===== config.mk =====
export PLATFORM = sky130hd
export DESIGN_NAME = led_sequencer_flat
export DESIGN_NICKNAME = d
export VERILOG_FILES = /design/src/rtl/led_sequencer_if.sv /design/src/rtl/led_sequencer.sv /design/src/flat_wrapper.sv
export SDC_FILE = /design/constraint.sdc
export NUM_CORES = 1
export LEC_CHECK = 0
export BUFFER_PORTS_ARGS = -buffer_cell sky130_fd_sc_hd__buf_2
export CORE_ASPECT_RATIO = 1.2
export CORE_UTILIZATION = 40
export DETAILED_ROUTE_END_ITERATION = 16
export PLACE_DENSITY = 0.54
export SLEW_MARGIN = 10
export SYNTH_ARGS = -nofsm -noshare
export SYNTH_HDL_FRONTEND = slang
export SYNTH_SLANG_ARGS = --single-unit

===== constraint.sdc =====
create_clock -name clk -period 5.6 [get_ports clk]
set_clock_uncertainty 0.05 [all_clocks]
set_input_delay 0.56 -clock clk [delete_from_list [all_inputs] [get_ports clk]]
set_output_delay 0.56 -clock clk [all_outputs]
set_load 0.02 [all_outputs]

===== src/rtl/led_sequencer_if.sv =====
// Command port of the LED sequencer: valid/ready handshake carrying mode, pattern and duty.
interface led_sequencer_if;
   logic       cmd_valid;
   logic       cmd_ready;
   logic [1:0] cmd_mode;
   logic [4:0] cmd_pattern;
   logic [3:0] cmd_duty;

   modport master (
      output cmd_valid,
      output cmd_mode,
      output cmd_pattern,
      output cmd_duty,
      input  cmd_ready
   );

   modport slave (
      input  cmd_valid,
      input  cmd_mode,
      input  cmd_pattern,
      input  cmd_duty,
      output cmd_ready
   );
endinterface


===== src/rtl/led_sequencer.sv =====
// Five-LED pattern sequencer (static/blink/chase/bounce) with a prescaled step rate.
// Optional brightness PWM is enabled by defining LED_PWM_EN.
module led_sequencer #(
   parameter int unsigned CLK_HZ  = 12000000,
   parameter int unsigned STEP_HZ = 4
) (
   input  logic              clk,
   input  logic              rstn,
   led_sequencer_if.slave    cmd_if,
   output logic              step,
   output logic              D1,
   output logic              D2,
   output logic              D3,
   output logic              D4,
   output logic              D5
);
   localparam int unsigned DIV = CLK_HZ / STEP_HZ;
   localparam int unsigned PW  = (DIV > 2) ? $clog2(DIV) : 1;

   localparam logic [1:0] ModeStatic = 2'b00;
   localparam logic [1:0] ModeBlink  = 2'b01;
   localparam logic [1:0] ModeChase  = 2'b10;
   localparam logic [1:0] ModeBounce = 2'b11;
   localparam logic       DirLeft    = 1'b0;
   localparam logic       DirRight   = 1'b1;

   typedef enum logic [1:0] {StIdle, StLoad, StRun} state_e;

   state_e          r_state, w_state_d;
   logic            w_accept, w_tick, w_ready;
   logic [PW-1:0]   r_pre, w_pre_d;
   logic [4:0]      r_shown, w_shown_d;
   logic [4:0]      r_cmd_pattern;
   logic [1:0]      r_cmd_mode;
   logic [1:0]      r_mode, w_mode_d;
   logic            r_dir, w_dir_d;
   logic            r_phase, w_phase_d;
   logic            r_step, w_step_d;
   logic [4:0]      w_disp_d, w_led_d, r_led;

   assign w_accept = cmd_if.cmd_valid & w_ready;
   assign w_tick   = (r_state == StRun) && (r_pre == PW'(DIV - 1));

   // State register
   always_ff @(posedge clk or negedge rstn) begin
      if (!rstn) r_state <= StIdle;
      else       r_state <= w_state_d;
   end

   // Next-state logic
   always_comb begin
      w_state_d = r_state;
      unique case (r_state)
         StIdle:  if (w_accept) w_state_d = StLoad;
         StLoad:  w_state_d = StRun;
         StRun:   if (w_accept) w_state_d = StLoad;
         default: w_state_d = StIdle;
      endcase
   end

   // Output logic
   always_comb begin
      w_ready = (r_state != StLoad);
   end
   assign cmd_if.cmd_ready = w_ready;

   // Animation datapath; an accept in RUN discards a coincident tick update.
   always_comb begin
      w_shown_d = r_shown;
      w_mode_d  = r_mode;
      w_dir_d   = r_dir;
      w_phase_d = r_phase;
      w_pre_d   = r_pre;
      w_step_d  = 1'b0;
      case (r_state)
         StLoad: begin
            w_shown_d = r_cmd_pattern;
            w_mode_d  = r_cmd_mode;
            w_dir_d   = DirLeft;
            w_phase_d = 1'b1;
            w_pre_d   = '0;
         end
         StRun: begin
            if (!w_accept) begin
               if (w_tick) begin
                  w_pre_d   = '0;
                  w_step_d  = 1'b1;
                  w_phase_d = ~r_phase;
                  case (r_mode)
                     ModeChase: w_shown_d = {r_shown[3:0], r_shown[4]};
                     ModeBounce: begin
                        if (r_shown == 5'b0 || (r_shown[4] && r_shown[0])) begin
                           w_shown_d = r_shown;
                        end else if (r_dir == DirLeft) begin
                           if (r_shown[4]) begin
                              w_dir_d   = DirRight;
                              w_shown_d = {1'b0, r_shown[4:1]};
                           end else begin
                              w_shown_d = {r_shown[3:0], 1'b0};
                           end
                        end else begin
                           if (r_shown[0]) begin
                              w_dir_d   = DirLeft;
                              w_shown_d = {r_shown[3:0], 1'b0};
                           end else begin
                              w_shown_d = {1'b0, r_shown[4:1]};
                           end
                        end
                     end
                     default: w_shown_d = r_shown;
                  endcase
               end else begin
                  w_pre_d = r_pre + PW'(1);
               end
            end
         end
         default: ;
      endcase
   end

   always_comb begin
      w_disp_d = w_shown_d;
      if (w_state_d == StIdle) begin
         w_disp_d = 5'b0;
      end else if (w_mode_d == ModeBlink && !w_phase_d) begin
         w_disp_d = 5'b0;
      end
   end

`ifdef LED_PWM_EN
   logic [3:0] r_pwm_cnt, r_duty, r_cmd_duty, w_duty_d;
   logic       w_gate;

   assign w_duty_d = (r_state == StLoad) ? r_cmd_duty : r_duty;
   assign w_gate   = (r_pwm_cnt < w_duty_d);
   assign w_led_d  = w_disp_d & {5{w_gate}};

   always_ff @(posedge clk or negedge rstn) begin
      if (!rstn) begin
         r_pwm_cnt  <= 4'd0;
         r_duty     <= 4'd0;
         r_cmd_duty <= 4'd0;
      end else begin
         r_pwm_cnt <= r_pwm_cnt + 4'd1;
         r_duty    <= w_duty_d;
         if (w_accept) r_cmd_duty <= cmd_if.cmd_duty;
      end
   end
`else
   assign w_led_d = w_disp_d;
`endif

   always_ff @(posedge clk or negedge rstn) begin
      if (!rstn) begin
         r_shown       <= 5'b0;
         r_mode        <= ModeStatic;
         r_dir         <= DirLeft;
         r_phase       <= 1'b1;
         r_pre         <= '0;
         r_step        <= 1'b0;
         r_led         <= 5'b0;
         r_cmd_pattern <= 5'b0;
         r_cmd_mode    <= ModeStatic;
      end else begin
         r_shown <= w_shown_d;
         r_mode  <= w_mode_d;
         r_dir   <= w_dir_d;
         r_phase <= w_phase_d;
         r_pre   <= w_pre_d;
         r_step  <= w_step_d;
         r_led   <= w_led_d;
         if (w_accept) begin
            r_cmd_pattern <= cmd_if.cmd_pattern;
            r_cmd_mode    <= cmd_if.cmd_mode;
         end
      end
   end

   assign step = r_step;
   assign D1   = r_led[0];
   assign D2   = r_led[1];
   assign D3   = r_led[2];
   assign D4   = r_led[3];
   assign D5   = r_led[4];
endmodule


===== src/flat_wrapper.sv =====
// flat-port wrapper written by rule: the top's interface ports become plain ports
module led_sequencer_flat 
#(
   parameter int unsigned CLK_HZ  = 12000000,
   parameter int unsigned STEP_HZ = 4
)
  (clk, rstn, step, D1, D2, D3, D4, D5, cmd_if_cmd_valid, cmd_if_cmd_mode, cmd_if_cmd_pattern, cmd_if_cmd_duty, cmd_if_cmd_ready);
  led_sequencer_if cmd_if_i ();
  input  logic clk;
  input  logic rstn;
  output logic step;
  output logic D1;
  output logic D2;
  output logic D3;
  output logic D4;
  output logic D5;
  input wire logic [$bits(cmd_if_i.cmd_valid)-1:0] cmd_if_cmd_valid;
  input wire logic [$bits(cmd_if_i.cmd_mode)-1:0] cmd_if_cmd_mode;
  input wire logic [$bits(cmd_if_i.cmd_pattern)-1:0] cmd_if_cmd_pattern;
  input wire logic [$bits(cmd_if_i.cmd_duty)-1:0] cmd_if_cmd_duty;
  output wire logic [$bits(cmd_if_i.cmd_ready)-1:0] cmd_if_cmd_ready;
  assign cmd_if_i.cmd_valid = cmd_if_cmd_valid;
  assign cmd_if_i.cmd_mode = cmd_if_cmd_mode;
  assign cmd_if_i.cmd_pattern = cmd_if_cmd_pattern;
  assign cmd_if_i.cmd_duty = cmd_if_cmd_duty;
  assign cmd_if_cmd_ready = cmd_if_i.cmd_ready;
  led_sequencer #(.CLK_HZ(CLK_HZ), .STEP_HZ(STEP_HZ)) u_core (.clk(clk), .rstn(rstn), .cmd_if(cmd_if_i), .step(step), .D1(D1), .D2(D2), .D3(D3), .D4(D4), .D5(D5));
endmodule

==> results of run 1 <==
==> final cells by class <==
class,count,area share
clock inverters,2,0.01365
clock buffers,6,0.02640
inverters,10,0.01365
multi-input cells,209,0.4579
flip-flops and latches,46,0.4192
repair buffers,17,0.03186
well taps,82,0.03732
==> registers in the layout, summed over array words and instances (netlist names) <==
signal                cells
u_core.r_dir              1
u_core.r_mode             2
u_core.r_shown            5
u_core.r_state            2
u_core.r_cmd_mode         2
u_core.r_led              5
u_core.r_pre             22
u_core.r_cmd_pattern      5
u_core.step               1
u_core.r_phase            1
==> placed cells by master (no fill, tap or decap), drive strengths merged, types with 2 or more instances in the layout <==
cell type	n
clkbuf	6
nor3	11
inv	10
o21ai	13
nand4	9
nand2	43
and3	7
nor2b	4
nor4	3
mux2	4
buf	17
a21oi	13
o41a	2
or3	2
ha	5
nand4b	2
nor2	28
or2	2
a32oi	2
xnor2	11
xor2	6
o21bai	2
nand3	8
or4	4
nand2b	2
dfrtp	45
==> power breakdown <==
part | internal (uW) | switching (uW) | total (uW)
registers | 393 | 58.4 | 451
clock network | 133 | 119 | 253
logic | 144 | 279 | 423
==> critical path: cells and delay by family, from the launching register on <==
family | cells | cell delay (ps)
AND/OR/NAND/NOR | 2 | 1020
adder cells (fa/ha/maj) | 1 | 380
AO/OA/AOI/OAI | 2 | 640
flip-flops | 1 | 420
buffers and inverters | 1 | 100
multiplexers | 1 | 410
==> cell families after synthesis <==
| family | Yosys count | share of synthesized area |
|---|---|---|
| compound gates | 51 | 0.1379 |
| mux | 5 | 0.02198 |
| xor+xnor | 17 | 0.05944 |
| simple gates | 131 | 0.2582 |
| flops | 46 | 0.4600 |
| fa+ha+maj | 5 | 0.02498 |
| buf+inv | 23 | 0.03746 |
==> metal layers <==
metal	vias up	GRT usage	part of all wire	wire (um)
met5	-	0	0	0
met4	0	0.06861	0.020	112
met3	11	0.03759	0.024	131
met2	26	0.3388	0.51	2786
met1	974	0.2181	0.45	2469
li1	999	-	-	-
==> per-stage QoR <==
step / total power (uW) / cells / setup slack, ps
after detailed placement: 885.0 / 364 / 2418
after floorplan: 753.8 / 278 / 3005
final: 1127 / 372 / 2476
after CTS: 1138 / 372 / 2402
after global routing: 1209 / 372 / 2190
after global placement: 885.3 / 364 / 2464
==> how the worst min path moves through the flow <==
| stage | start | slack [ps] | endpoint | cells past startpoint |
|---|---|---|---|---|
| after floorplan | rstn | 210 | u_core.r_cmd_mode[0] | 0 |
| after global routing | cmd_if_cmd_pattern[3] | 380 | u_core.r_cmd_pattern[3] | 3 |
| after CTS | cmd_if_cmd_mode[0] | 380 | u_core.r_cmd_mode[0] | 3 |
| final | rstn | 380 | u_core.r_shown[1] | 1 |
| after detailed placement | u_core.r_cmd_pattern[3] | 420 | u_core.r_cmd_pattern[3] | 2 |
| after global placement | u_core.r_cmd_pattern[3] | 420 | u_core.r_cmd_pattern[3] | 2 |
==> impl_results.md, run 1 <==
* Worst Setup EP: u_core.r_led[0]
* Slew HR at 0.3151
* Post-route cell area at ~2700 um^2
* Die area at roughly 6600 um^2
* Post-synth EDFFs at 0
* Antenna violations before repair at 0
* Clk root buf: clkbuf_8
* RSZ-0062 raised after global routing: no
* Diode count at 0
* CTS Buf Count at 5
* IO Port Bufs at 16
* Min-Delay Path Class: in2async
* Synth top cells by count: 45 x dfrtp_1, 43 x nand2_1, 28 x nor2_1
* Period minus WS final at 3124 ps
* F_max at approximately 0.32 GHz
* Via count at about 2000
* Area Growth Syn to Fin at 9.740%
* Core ar. at 6051 um^2
* Starting Density at 0.4140
* Vias in the first global route at slightly below 2000
* Site Rows at 31
* Status: finished clean
* Worst-Skew Late Latency at between 300 and 400 ps
* CP max stage cell: nor2b_1
* WL final at 5.500 mm
* Syn nets at approximately 300
* Sequential area share after synthesis at 0.4600
* Synth warnings at 0
* Final Hold Vio Count at 0
* Mean Syn Cell Area at 9.010 um^2
* Static leakage at 0.001201 uW
* Worst setup path category: reg2reg
* Top cells by area, synth: dfrtp_1 45%, nand2_1 6.4%, nor2_1 4.2%
* Initial DRC count at about 120
* Final number of max-transition violations at 0
* Congestion Overflow GR at 0
* Fin Hold WS at 381.4 ps
* Clock Pin Slew Worst Setup and Hold Paths at ~90 ps
* Post-detailed-route count of antenna-violating nets at 0
* Slowest stage delay, CP at approximately 760 ps
* CP required at between 5000 and 6000 ps
* I/O Pins at 21
* Most common flop cell mapped by yosys: dfrtp_1
* #FFs+latches synth at 46
* CTS tree: built
* FFs w/ async S/R, synth at 1.000
* Wirelength per Cell at between 10 and 15 um
* Startpoint types: register
* Detailed Place HPWL at between 3 and 4 mm
* Tightest Pin Transition at between 1000 and 1500 ps
* Worst endpoint data arrival time at about 3300 ps
* CP Cell Sequence: inv_1, ha_1, nor2b_1, mux2_2, a221oi_1, o21ai_0, nor3_1
* Die width at ~74 um
* Cts repair resizes at 0
* H-Tree Depth at 2
* Yosys top cell by area: dfrtp_1
* Placer Congestion at 0.8094
* Drt via density at approximately 5.4
* Most frequent cell after synthesis: dfrtp_1
* Layout cell share with drive strength beyond 1 at 0.1241
* Reg2reg end: u_core.r_led[0]
* Clock sinks at 46
* Die Height at just under 90 um
* Crit. End Element: register
* Gr usage total at 0.1878
* Post-DP Area at ~2600 um^2
* Reg area at ~1200 um^2
* Tcrit/Tclk final at 0.5579
* Crit path max fanout at 15
* R2R setup slack at between 2000 and 2500 ps
* Layout Nets at ~310
* Drt pass-1 iters at 4
* Max Cap Viol at 0
* Multi-input gate area at about 1300 um^2
* Worst reg2reg startpoint: u_core.r_state[1]
* First-pass GRT wire length at 9.349 mm
* Total setup buffers inserted after CTS at 0
* Syn Inst Count at 278
* Largest net degree at the start of global routing at between 40 and 50
* Hold buffers post-CTS at 0
* Synth Cell Area at around 2500 um^2
* Count of cell types in the netlist at 56
* Final setup violation count at 0
* Worst Reg2Reg Path Length in Cells at 7
* Yosys top cell area share at 0.4496
* Worst setup path startpoint: u_core.r_state[1]
* Setup TNS at 0 ps
* Final Core Density at 0.4543
* PwrDens at roughly 400 nW/um^2
* DRC viols at 0
* Maximum VDD drop at 151.5 uV
* Filler cells at around 620
* Clk buf depth at 2
Power figures use the tool's default switching activity.
==> run 2, diff against run 1 <==
Settings changed: ABC_AREA set to 1, PLACE_DENSITY 0.54 to 0.56.
Clock period 5.6 ns to 2.8 ns, I/O delays scaled along.
==> impl_results.md, run 2 <==
* Post-detailed-route count of antenna-violating nets at 0
* Mean Syn Cell Area at around 7.3 um^2
* Largest net degree at the start of global routing at 47
* Adder-cell share of the synthesized area at 0.02166
* Simple-gate share of the synthesized area at 0.3969
* Maximum VDD drop at approximately 470 uV
* Layout Nets at roughly 430
* Core ar. at roughly 6900 um^2
* Syn nets at roughly 420
* WL final at about 6.3 mm
* CP max stage cell: dfrtp_1
* Count of cell types in the netlist at 34
* Wirelength per Cell at 12.51 um
* Congestion Overflow GR at 0
* Final Hold Vio Count at 0
* Via count at 2480
* Final number of max-transition violations at 0
* Max Cap Viol at 0
* Synth top cells by count: 113 x nand2_1, 46 x inv_1, 46 x nor2_1
* Worst slack, placed at around 560 ps
* Worst-Skew Late Latency at about 300 ps
* Commonest cells after routing, fill and taps aside: 113 x nand2_1, 46 x inv_1, 46 x nor2_1
* Largest register FFs at 22
* Reg area at roughly 1200 um^2
* Post-synthesis mux area share at 0
* Total setup buffers inserted after CTS at 0
* Tcrit/Tclk final at 0.7893
* Buf+Inv Stages, Crit Path at 3
* Synth warnings at 0
* Status: finished clean
* Syn Inst Count at just under 400
* CP required at approximately 3000 ps
* Die area at around 7600 um^2
* Site Rows at 33
* FFs w/ async S/R, synth at 1.000
* Drt pass-1 iters at 4
* Sequential area share after synthesis at 0.3990
* Setup TNS at 0 ps
* Top cells by area, synth: dfrtp_1 39%, nand2_1 15%, inv_1 6.0%
* Drt via density at about 4.9
* Worst setup path category: reg2reg
* Clock Pin Slew Worst Setup and Hold Paths at around 80 ps
* Complex-gate fraction of the synthesized area at 0.07149
* Most frequent cell after synthesis: nand2_1
* RSZ-0062 raised after global routing: no
* Period minus WS final at approximately 2200 ps
* Filler cells at 726
* Final setup violation count at 0
* Gr usage total at 0.1956
* Most common cell after layout, fill and taps aside: nand2_1
* Biggest register: u_core.r_pre
* Most common flop cell mapped by yosys: dfrtp_1
* Die width at 79.57 um
* Area Growth Syn to Fin at 8.709%
* #FFs+latches synth at between 40 and 50
* Multi-input gate area at approximately 1500 um^2
* Crit. End Element: register
* Hold buffers post-CTS at 0
* First-pass GRT wire length at approximately 11 mm
* Clk root buf: clkbuf_8
* Antenna violations before repair at 0
* Critical Path Most Common Cell: nand2_2
* I/O Pins at 21
* IO Port Bufs at 16
* Yosys top cell area share at 0.3899
* PwrDens at about 850 nW/um^2
* Crit path max fanout at 12
* Tightest Pin Transition at 1009 ps
* Clock sinks at between 40 and 50
* Detailed Place HPWL at ~4.7 mm
* Cts repair resizes at 0
* DRC viols at 0
* Worst endpoint data arrival time at roughly 2400 ps
* Final Worst Setup Slack at ~600 ps
* Die Height at approximately 95 um
* Initial DRC count at 95
* Synth Cell Area at 2888 um^2
* Clk buf depth at 2
* F_max at 0.4525 GHz
* Layout cell share with drive strength beyond 1 at 0.1683
* Placer Congestion at 0.8837
* Post-synth EDFFs at 0
* Slew HR at 0.3273
* Slowest stage delay, CP at ~420 ps
* Min-Delay Path Class: in2async
* CP Cell Sequence: inv_1, ha_1, nor2_2, nand2_2, nand2_4, inv_2, nand2_2, inv_2, nand2_2, nor2_4, nand3_1, o21ai_1, nor2_1
* Diode count at 0
* Starting Density at 0.4188
* Static leakage at ~0.0016 uW
* Largest family of logic cells by synthesized area: simple AND/OR/NAND/NOR gates
* Post-Synth XOR/XNOR Area at 0.02426
* CP top delay family: simple AND/OR/NAND/NOR gates
* H-Tree Depth at 2
* CTS tree: built
* Vias in the first global route at 2566
* Startpoint types: register
* Yosys top cell by area: dfrtp_1
* CTS Buf Count at 5
-- run 2: through the flow --
| stage | utilization | std cells | area (um^2) | total power [uW] | hold WS [ps] |
|---|---|---|---|---|---|
| floorplan | - | 396 | 2888 | 1954 | -65.59 |
| global placement | 0.4420 | 495 | 3048 | 2241 | 400.0 |
| detailed placement | 0.4420 | 495 | 3048 | 2255 | 401.7 |
| CTS | 0.4553 | 503 | 3139 | 2699 | 114.3 |
| global route | 0.4553 | 503 | 3139 | 2932 | 120.2 |
| finish | 0.4553 | 503 | 3139 | 2654 | 95.98 |
-- run 2: routing by layer --
metal	global-route usage	vias to the layer above	share of wire
li1	-	1279	-
met1	0.2181	1141	0.43
met2	0.3554	46	0.51
met3	0.03541	14	0.025
met4	0.09394	0	0.033
met5	0	-	0
-- run 2: layout make-up --
class | count | share of cell area
clock buffers | 7 | 0.02750
multi-input cells | 289 | 0.4731
repair buffers | 18 | 0.03029
flip-flops and latches | 46 | 0.3671
inverters | 55 | 0.06576
well taps | 87 | 0.03468
clock inverters | 1 | 0.001594
-- run 2: kinds of logic (layout without fill, tap and decap cells) --
| logic type | Yosys count | in the layout |
|---|---|---|
| AO/OA/AOI/OAI | 39 | 39 |
| XOR/XNOR | 8 | 8 |
| flip-flops | 46 | 46 |
| AND/OR/NAND/NOR | 237 | 237 |
| buffers and inverters | 61 | 81 |
| adder cells (fa/ha/maj) | 5 | 5 |
-- run 2: path summary, 6_finish.rpt --
check                                     start                    to  slack (ps)  cells past startpoint
max in group asynchronous                  rstn        u_core.r_phase        1910                      2
setup / recovery              u_core.r_state[1]      u_core.r_pre[19]         590                     13
hold / removal                             rstn       u_core.r_pre[7]         100                      1
setup reg to reg              u_core.r_state[1]      u_core.r_pre[19]         590                     13
hold reg to reg            u_core.r_cmd_mode[0]  u_core.r_cmd_mode[0]         420                      2
min in group clk             cmd_if_cmd_mode[1]  u_core.r_cmd_mode[1]         120                      3
-- run 2: power by group --
group | internal [uW] | leakage [uW] | switching (uW)
logic | 400 | 0.000921 | 883
clock network | 200 | 0.0000482 | 226
registers | 824 | 0.000607 | 121
total | 1420 | 0.00158 | 1230
